[config.mk]
export PLATFORM = sky130hd
export DESIGN_NAME = axis_video_out
export DESIGN_NICKNAME = d
export VERILOG_FILES = /design/src/rtl/axis_video_out.sv
export SDC_FILE = /design/constraint.sdc
export NUM_CORES = 1
export LEC_CHECK = 0
export CAP_MARGIN = 0
export CORE_MARGIN = 4
export CORE_UTILIZATION = 32
export DETAILED_ROUTE_END_ITERATION = 7
export GPL_TIMING_DRIVEN = 1
export PLACE_DENSITY = 0.53
export SYNTH_ARGS = -nofsm -noshare
export SYNTH_HDL_FRONTEND = slang
export SYNTH_SLANG_ARGS = --single-unit
[constraint.sdc]
create_clock -name aclk -period 10.25 [get_ports aclk]
set_clock_uncertainty 0.2 [all_clocks]
set_input_delay 1.5375 -clock aclk [delete_from_list [all_inputs] [get_ports aclk]]
set_output_delay 1.5375 -clock aclk [all_outputs]
set_load 0.02 [all_outputs]
[src/rtl/axis_video_out.sv]
// Video timing to AXI4-Stream bridge: framed pixel beats through a 2-entry skid buffer.
// Define AXIS_VIDEO_OUT_STATUS_EN to add the frame_done_cnt / frame_abort_cnt status ports.
module axis_video_out #(
  parameter int    DSIZE      = 24,
  parameter int    PPC        = 1,
  parameter string FRAME_SYNC = "OFF"
) (
  input  logic                  aclk,
  input  logic                  aresetn,
  input  logic [15:0]           hactive,
  input  logic [15:0]           vactive,
  input  logic                  in_vsync,
  input  logic [DSIZE*PPC-1:0]  in_data,
  input  logic                  in_valid,
  output logic                  in_ready,
  output logic [DSIZE*PPC-1:0]  m_tdata,
  output logic                  m_tvalid,
  input  logic                  m_tready,
  output logic                  m_tuser,
  output logic                  m_tlast,
  output logic                  falign,
  output logic                  lalign,
  output logic                  ealign,
  output logic                  busy,
  output logic                  frame_abort
`ifdef AXIS_VIDEO_OUT_STATUS_EN
  ,
  output logic [15:0]           frame_done_cnt,
  output logic [15:0]           frame_abort_cnt
`endif
);

  localparam int          W     = DSIZE * PPC;
  localparam int          PSH   = (PPC == 4) ? 2 : (PPC == 2) ? 1 : 0;
  localparam logic [15:0] PPC16 = 16'(PPC);
  localparam bit          FS_ON = (FRAME_SYNC == "ON");

  typedef enum logic [1:0] {IDLE, ACTIVE, DRAIN} state_t;

  state_t         state_reg;
  logic           vs_d1_reg, vs_d2_reg, vs_seen_reg, armed_reg, fsync_reg;
  logic [15:0]    bpl_reg, vact_reg, beat_cnt_reg, line_cnt_reg;
  logic           out_valid_reg, out_user_reg, out_last_reg;
  logic [W-1:0]   out_data_reg;
  logic           skid_valid_reg, skid_user_reg, skid_last_reg;
  logic [W-1:0]   skid_data_reg;
  logic           ealign_reg, abort_reg;

  logic geom_ok, accept, pop, beat_last, frame_last, first_beat, drained, finish, abort_now;

  assign geom_ok    = (hactive >= PPC16) && (vactive != 16'd0);
  assign in_ready   = (state_reg == ACTIVE) && !skid_valid_reg && !fsync_reg;
  assign accept     = in_valid && in_ready;
  assign pop        = out_valid_reg && m_tready;
  assign beat_last  = (beat_cnt_reg == bpl_reg - 16'd1);
  assign frame_last = beat_last && (line_cnt_reg == vact_reg - 16'd1);
  assign first_beat = (beat_cnt_reg == 16'd0) && (line_cnt_reg == 16'd0);
  assign drained    = !skid_valid_reg && (!out_valid_reg || pop);
  assign finish     = (state_reg == DRAIN) && drained;
  // A frame sync that coincides with the final drain completes the frame instead of aborting it
  assign abort_now  = fsync_reg && ((state_reg == ACTIVE) || ((state_reg == DRAIN) && !drained));

  always_ff @(posedge aclk or negedge aresetn) begin
    if (!aresetn) begin
      state_reg      <= IDLE;
      vs_d1_reg      <= 1'b0;
      vs_d2_reg      <= 1'b0;
      vs_seen_reg    <= 1'b0;
      armed_reg      <= 1'b0;
      fsync_reg      <= 1'b0;
      bpl_reg        <= '0;
      vact_reg       <= '0;
      beat_cnt_reg   <= '0;
      line_cnt_reg   <= '0;
      out_valid_reg  <= 1'b0;
      out_user_reg   <= 1'b0;
      out_last_reg   <= 1'b0;
      out_data_reg   <= '0;
      skid_valid_reg <= 1'b0;
      skid_user_reg  <= 1'b0;
      skid_last_reg  <= 1'b0;
      skid_data_reg  <= '0;
      ealign_reg     <= 1'b0;
      abort_reg      <= 1'b0;
    end else begin
      vs_d1_reg   <= in_vsync;
      vs_d2_reg   <= vs_d1_reg;
      vs_seen_reg <= 1'b1;
      // vsync held high through reset is not a fresh edge: wait to see it low first
      armed_reg   <= armed_reg | (vs_seen_reg & ~vs_d1_reg);
      fsync_reg   <= vs_d1_reg & ~vs_d2_reg & armed_reg;
      ealign_reg  <= finish;
      abort_reg   <= abort_now;

      if (!out_valid_reg || m_tready) begin
        if (skid_valid_reg) begin
          out_valid_reg  <= 1'b1;
          out_data_reg   <= skid_data_reg;
          out_user_reg   <= skid_user_reg;
          out_last_reg   <= skid_last_reg;
          skid_valid_reg <= 1'b0;
        end else begin
          out_valid_reg <= accept;
          if (accept) begin
            out_data_reg <= in_data;
            out_user_reg <= first_beat;
            out_last_reg <= beat_last;
          end
        end
      end else if (accept) begin
        skid_valid_reg <= 1'b1;
        skid_data_reg  <= in_data;
        skid_user_reg  <= first_beat;
        skid_last_reg  <= beat_last;
      end

      if (accept) begin
        if (beat_last) begin
          beat_cnt_reg <= 16'd0;
          line_cnt_reg <= line_cnt_reg + 16'd1;
        end else begin
          beat_cnt_reg <= beat_cnt_reg + 16'd1;
        end
      end

      if (abort_now) begin
        out_valid_reg  <= 1'b0;
        skid_valid_reg <= 1'b0;
      end

      if (fsync_reg) begin
        bpl_reg      <= 16'(hactive >> PSH);
        vact_reg     <= vactive;
        beat_cnt_reg <= 16'd0;
        line_cnt_reg <= 16'd0;
        state_reg    <= geom_ok ? ACTIVE : IDLE;
      end else begin
        case (state_reg)
          ACTIVE:  if (accept && frame_last) state_reg <= DRAIN;
          DRAIN:   if (finish) state_reg <= IDLE;
          default: state_reg <= IDLE;
        endcase
      end
    end
  end

  assign m_tvalid    = out_valid_reg;
  assign m_tdata     = out_data_reg;
  assign m_tlast     = out_last_reg;
  assign m_tuser     = FS_ON ? fsync_reg : out_user_reg;
  assign falign      = fsync_reg;
  assign lalign      = pop && out_last_reg;
  assign ealign      = ealign_reg;
  assign busy        = (state_reg != IDLE);
  assign frame_abort = abort_reg;

`ifdef AXIS_VIDEO_OUT_STATUS_EN
  always_ff @(posedge aclk or negedge aresetn) begin
    if (!aresetn) begin
      frame_done_cnt  <= 16'd0;
      frame_abort_cnt <= 16'd0;
    end else begin
      if (finish)    frame_done_cnt  <= frame_done_cnt + 16'd1;
      if (abort_now) frame_abort_cnt <= frame_abort_cnt + 16'd1;
    end
  end
`else
  // Status counters are not built in this configuration.
`endif

endmodule

==> results.json <==
{
  "number_of_slew_limit_violations_in_the_final_report": 0,
  "power.density_cell_area_nw_per_um2": 202,
  "slew-limit-headroom_pct": 24.9,
  "mappedNetlistNets": 755,
  "path_clk_slew_ns": 0.07,
  "gp_congestion": 0.838,
  "route.antenna.remaining_nets": 0,
  "clock_path_buffers": 2,
  "routedLengthMet1_um": 8490,
  "area.growth.synth_to_final_pct": 24.6,
  "multi_input_comb_area_um2": 3510,
  "drt-vias-per-instance": 5.30,
  "htree_levels": 4,
  "endpoint_kind": "primary output",
  "root_buffer_cell": "sky130_fd_sc_hd__clkbuf_16",
  "final-seq-area_um2": 3180,
  "met3RoutedLength_um": 1150,
  "floorplan.die_area_um2": 24100,
  "cell_internal_pwr_mw": 1.17,
  "number_of_max_cap_violations": 0,
  "tightest_slew_ns": 1.12,
  "fill_cells": 2006,
  "setup-tns-final_ns": 0,
  "insertion_delay_ns": 0.42,
  "n_antenna_cell": 0,
  "p_seq_share_pct": 40.9,
  "numCtsBuffers": 17,
  "worst_ir_drop_vdd_uv": 115,
  "initial_utilization_pct": 32.8,
  "grt_pass1_vias": 5652,
  "min_delay_path_depth": 1,
  "core_area_um2": 21200,
  "hold_ws_ns": 0.195,
  "total_switching_power_mw": 0.575,
  "synth_ff_type": "sky130_fd_sc_hd__dfrtp_1",
  "setup_repair_after_global_routing_missed_its_margin": "no",
  "netlist_area_um2": 6930,
  "yosys_warnings": 0,
  "part_of_the_yosys_area_used_for_sequential_elements_pct": 45.8,
  "finalWirelength_um": 18000,
  "nets": 829,
  "swShare_pct": 33.0,
  "dr_iter_0_viols": 253,
  "fmax_ghz": 0.222,
  "number_of_enable_type_register_cells_in_the_synthesized_netlist": 0,
  "pwr-share-clk_pct": 34.1,
  "netlist_instances": 688,
  "placed_cells_incl_taps": 1018,
  "finalNonFillerCells": 1050,
  "clkSinkCount": 127,
  "comb_power_share_pct": 25.0,
  "reg2reg_depth": 9,
  "period_utilization_post_route_pct": 43.9,
  "synth.lib_cells_used.distinct": 65,
  "critPathArrivalTime_ns": 2.76,
  "timing.critical_path.required_ns": 8.51,
  "grt_first_pass_wirelength_um": 29500,
  "timing.final.crit_period_ns": 4.50,
  "p_total_mw": 1.74,
  "cts_tree": "built",
  "run_status": "completed",
  "cts_hold_repair.buffers": 0,
  "static-leakage-power_nw": 3.37,
  "final_area_um2": 8640,
  "ios": 94,
  "share_of_synthesized_flip_flops_with_an_asynchronous_set_or_reset_pct": 100,
  "floorplan.die.height_um": 155,
  "maxUsedRoutingLayer": "met4",
  "dr_total_vias": 5564,
  "final_hold_viol_count": 0,
  "dpl_cell_area_um2": 8050,
  "dieWidth_um": 155,
  "antenna_violations_before_repair": 0,
  "worst_setup_sp_type": "input port",
  "grt.overflow.total": 0,
  "critPathKind": "input port to primary output",
  "timing.hold.worst.class": "flip-flop to flip-flop",
  "remaining_drc_errors": 0,
  "placement_rows": 53,
  "detailedRoute.firstPassIterationCount": 5,
  "finalSetupViolCount": 0,
  "grt_usage_pct": 15.3,
  "grt_max_degree": 78,
  "place.detailed.hpwl_um": 12500,
  "critPathMaxFanout": 2,
  "post_cts.resized_instances": 0,
  "wl_met2_um": 8120,
  "post_drt_wl_per_cell_um": 17.1,
  "synthesis.area_per_instance_um2": 10.1,
  "postCtsSetupRepairBufs": 0,
  "io_buffer_count": 93,
  "synth_seq_cells": 127,
  "layout-drive-gt1-share_pct": 13.8
}
layout make-up:
type / count / share of cell area [%]
Clock buffer: 18 / 5.08
Clock inverter: 14 / 1.68
Inverter: 15 / 0.652
Multi-Input combinational cell: 504 / 40.7
Sequential cell: 127 / 36.8
Tap cell: 275 / 3.98
Timing Repair Buffer: 97 / 11.1
cell families (layout without fill, tap and decap cells):
kind of cell	Yosys count	after routing	share of synthesized area [%]
AOI/OAI and AO/OA	100	100	9.08
xor gates and xnor gates	42	42	5.30
adders and majority gates	6	6	1.08
buffers and inverters	57	144	3.59
DFF	127	127	45.8
muxes	87	87	13.7
other	1	1	0.0541
and+or+nand+nor	268	268	21.4
worst paths after layout:
check                                 from           end  slack [ns]
worst max-delay path              m_tready        lalign        5.75
worst min-delay path             vs_d2_reg        falign        0.19
worst max register to register  bpl_reg[0]  state_reg[0]        6.37
worst min register to register   vs_d2_reg        falign        0.19
max in group asynchronous          aresetn        falign        7.47
min in group asynchronous          aresetn   m_tdata[21]        0.98
metal layers:
metal / up-vias / GRT usage [%]
li1: 2641 / -
met1: 2769 / 20.4
met2: 136 / 23.8
met3: 18 / 4.87
met4: 0 / 4.59
met5: - / 0
critical path, cell delays in order:
cell,delay (ns)
sky130_fd_sc_hd__clkdlybuf4s50_1,0.47
sky130_fd_sc_hd__and3_1,0.15
sky130_fd_sc_hd__clkdlybuf4s50_1,0.60
cell usage in the layout (no fill, tap or decap), types with 10 or more instances in the layout:
cell type                         synthesis  layout
sky130_fd_sc_hd__a21oi_1                 38      38
sky130_fd_sc_hd__clkbuf_16                0      17
sky130_fd_sc_hd__clkdlybuf4s50_1          0      92
sky130_fd_sc_hd__dfrtp_1                127     126
sky130_fd_sc_hd__inv_1                   15      15
sky130_fd_sc_hd__mux2_1                  10      10
sky130_fd_sc_hd__mux2_2                  51      51
sky130_fd_sc_hd__mux2i_1                 26      26
sky130_fd_sc_hd__nand2_1                 34      34
sky130_fd_sc_hd__nand3_1                 25      25
sky130_fd_sc_hd__nand4_1                 16      16
sky130_fd_sc_hd__nor2_1                  68      67
sky130_fd_sc_hd__nor2b_1                 16      16
sky130_fd_sc_hd__nor3_1                  14      14
sky130_fd_sc_hd__nor4_1                  28      28
sky130_fd_sc_hd__o21ai_0                 17      17
sky130_fd_sc_hd__xnor2_1                 25      25
sky130_fd_sc_hd__xor2_1                  17      17
Yosys cell counts (3+ instances only):
| library cell | n | area (um^2) |
|---|---|---|
| sky130_fd_sc_hd__a2111oi_0 | 3 | 26.3 |
| sky130_fd_sc_hd__a21o_1 | 4 | 30.0 |
| sky130_fd_sc_hd__a21oi_1 | 38 | 190 |
| sky130_fd_sc_hd__a31oi_1 | 9 | 56.3 |
| sky130_fd_sc_hd__and2_1 | 5 | 31.3 |
| sky130_fd_sc_hd__and3_1 | 6 | 37.5 |
| sky130_fd_sc_hd__buf_1 | 6 | 22.5 |
| sky130_fd_sc_hd__buf_2 | 3 | 15.0 |
| sky130_fd_sc_hd__buf_6 | 3 | 33.8 |
| sky130_fd_sc_hd__clkbuf_1 | 27 | 101 |
| sky130_fd_sc_hd__dfrtp_1 | 127 | 3180 |
| sky130_fd_sc_hd__ha_1 | 6 | 75.1 |
| sky130_fd_sc_hd__inv_1 | 15 | 56.3 |
| sky130_fd_sc_hd__mux2_1 | 10 | 113 |
| sky130_fd_sc_hd__mux2_2 | 51 | 574 |
| sky130_fd_sc_hd__mux2i_1 | 26 | 260 |
| sky130_fd_sc_hd__nand2_1 | 34 | 128 |
| sky130_fd_sc_hd__nand2b_1 | 6 | 37.5 |
| sky130_fd_sc_hd__nand3_1 | 25 | 125 |
| sky130_fd_sc_hd__nand3b_1 | 3 | 22.5 |
| sky130_fd_sc_hd__nand4_1 | 16 | 100 |
| sky130_fd_sc_hd__nor2_1 | 68 | 255 |
| sky130_fd_sc_hd__nor2b_1 | 16 | 100 |
| sky130_fd_sc_hd__nor3_1 | 14 | 70.1 |
| sky130_fd_sc_hd__nor3b_1 | 5 | 37.5 |
| sky130_fd_sc_hd__nor4_1 | 28 | 175 |
| sky130_fd_sc_hd__nor4_2 | 5 | 62.6 |
| sky130_fd_sc_hd__nor4b_1 | 6 | 52.6 |
| sky130_fd_sc_hd__o211ai_1 | 4 | 30.0 |
| sky130_fd_sc_hd__o21a_1 | 3 | 22.5 |
| sky130_fd_sc_hd__o21ai_0 | 17 | 85.1 |
| sky130_fd_sc_hd__o31ai_1 | 4 | 30.0 |
| sky130_fd_sc_hd__or3_1 | 8 | 50.1 |
| sky130_fd_sc_hd__or4_1 | 5 | 37.5 |
| sky130_fd_sc_hd__xnor2_1 | 25 | 219 |
| sky130_fd_sc_hd__xor2_1 | 17 | 149 |
per-stage QoR:
step,util (%),worst slack (ns)
after floorplan,-,6.62
after global placement,38.1,5.74
after detailed placement,38.1,5.77
after CTS,40.8,5.74
after global routing,40.8,5.66
final,40.8,5.75
power by group through the flow:
stage / registers, mW / clock network, mW / logic [mW]
2_1_floorplan: 0.737 / 0 / 0.225
3_3_place_gp: 0.714 / 0 / 0.428
3_5_place_dp: 0.718 / 0 / 0.438
4_1_cts: 0.712 / 0.612 / 0.442
5_1_grt: 0.729 / 0.635 / 0.480
6_report: 0.713 / 0.595 / 0.436
(Power assumes the default switching activity.)
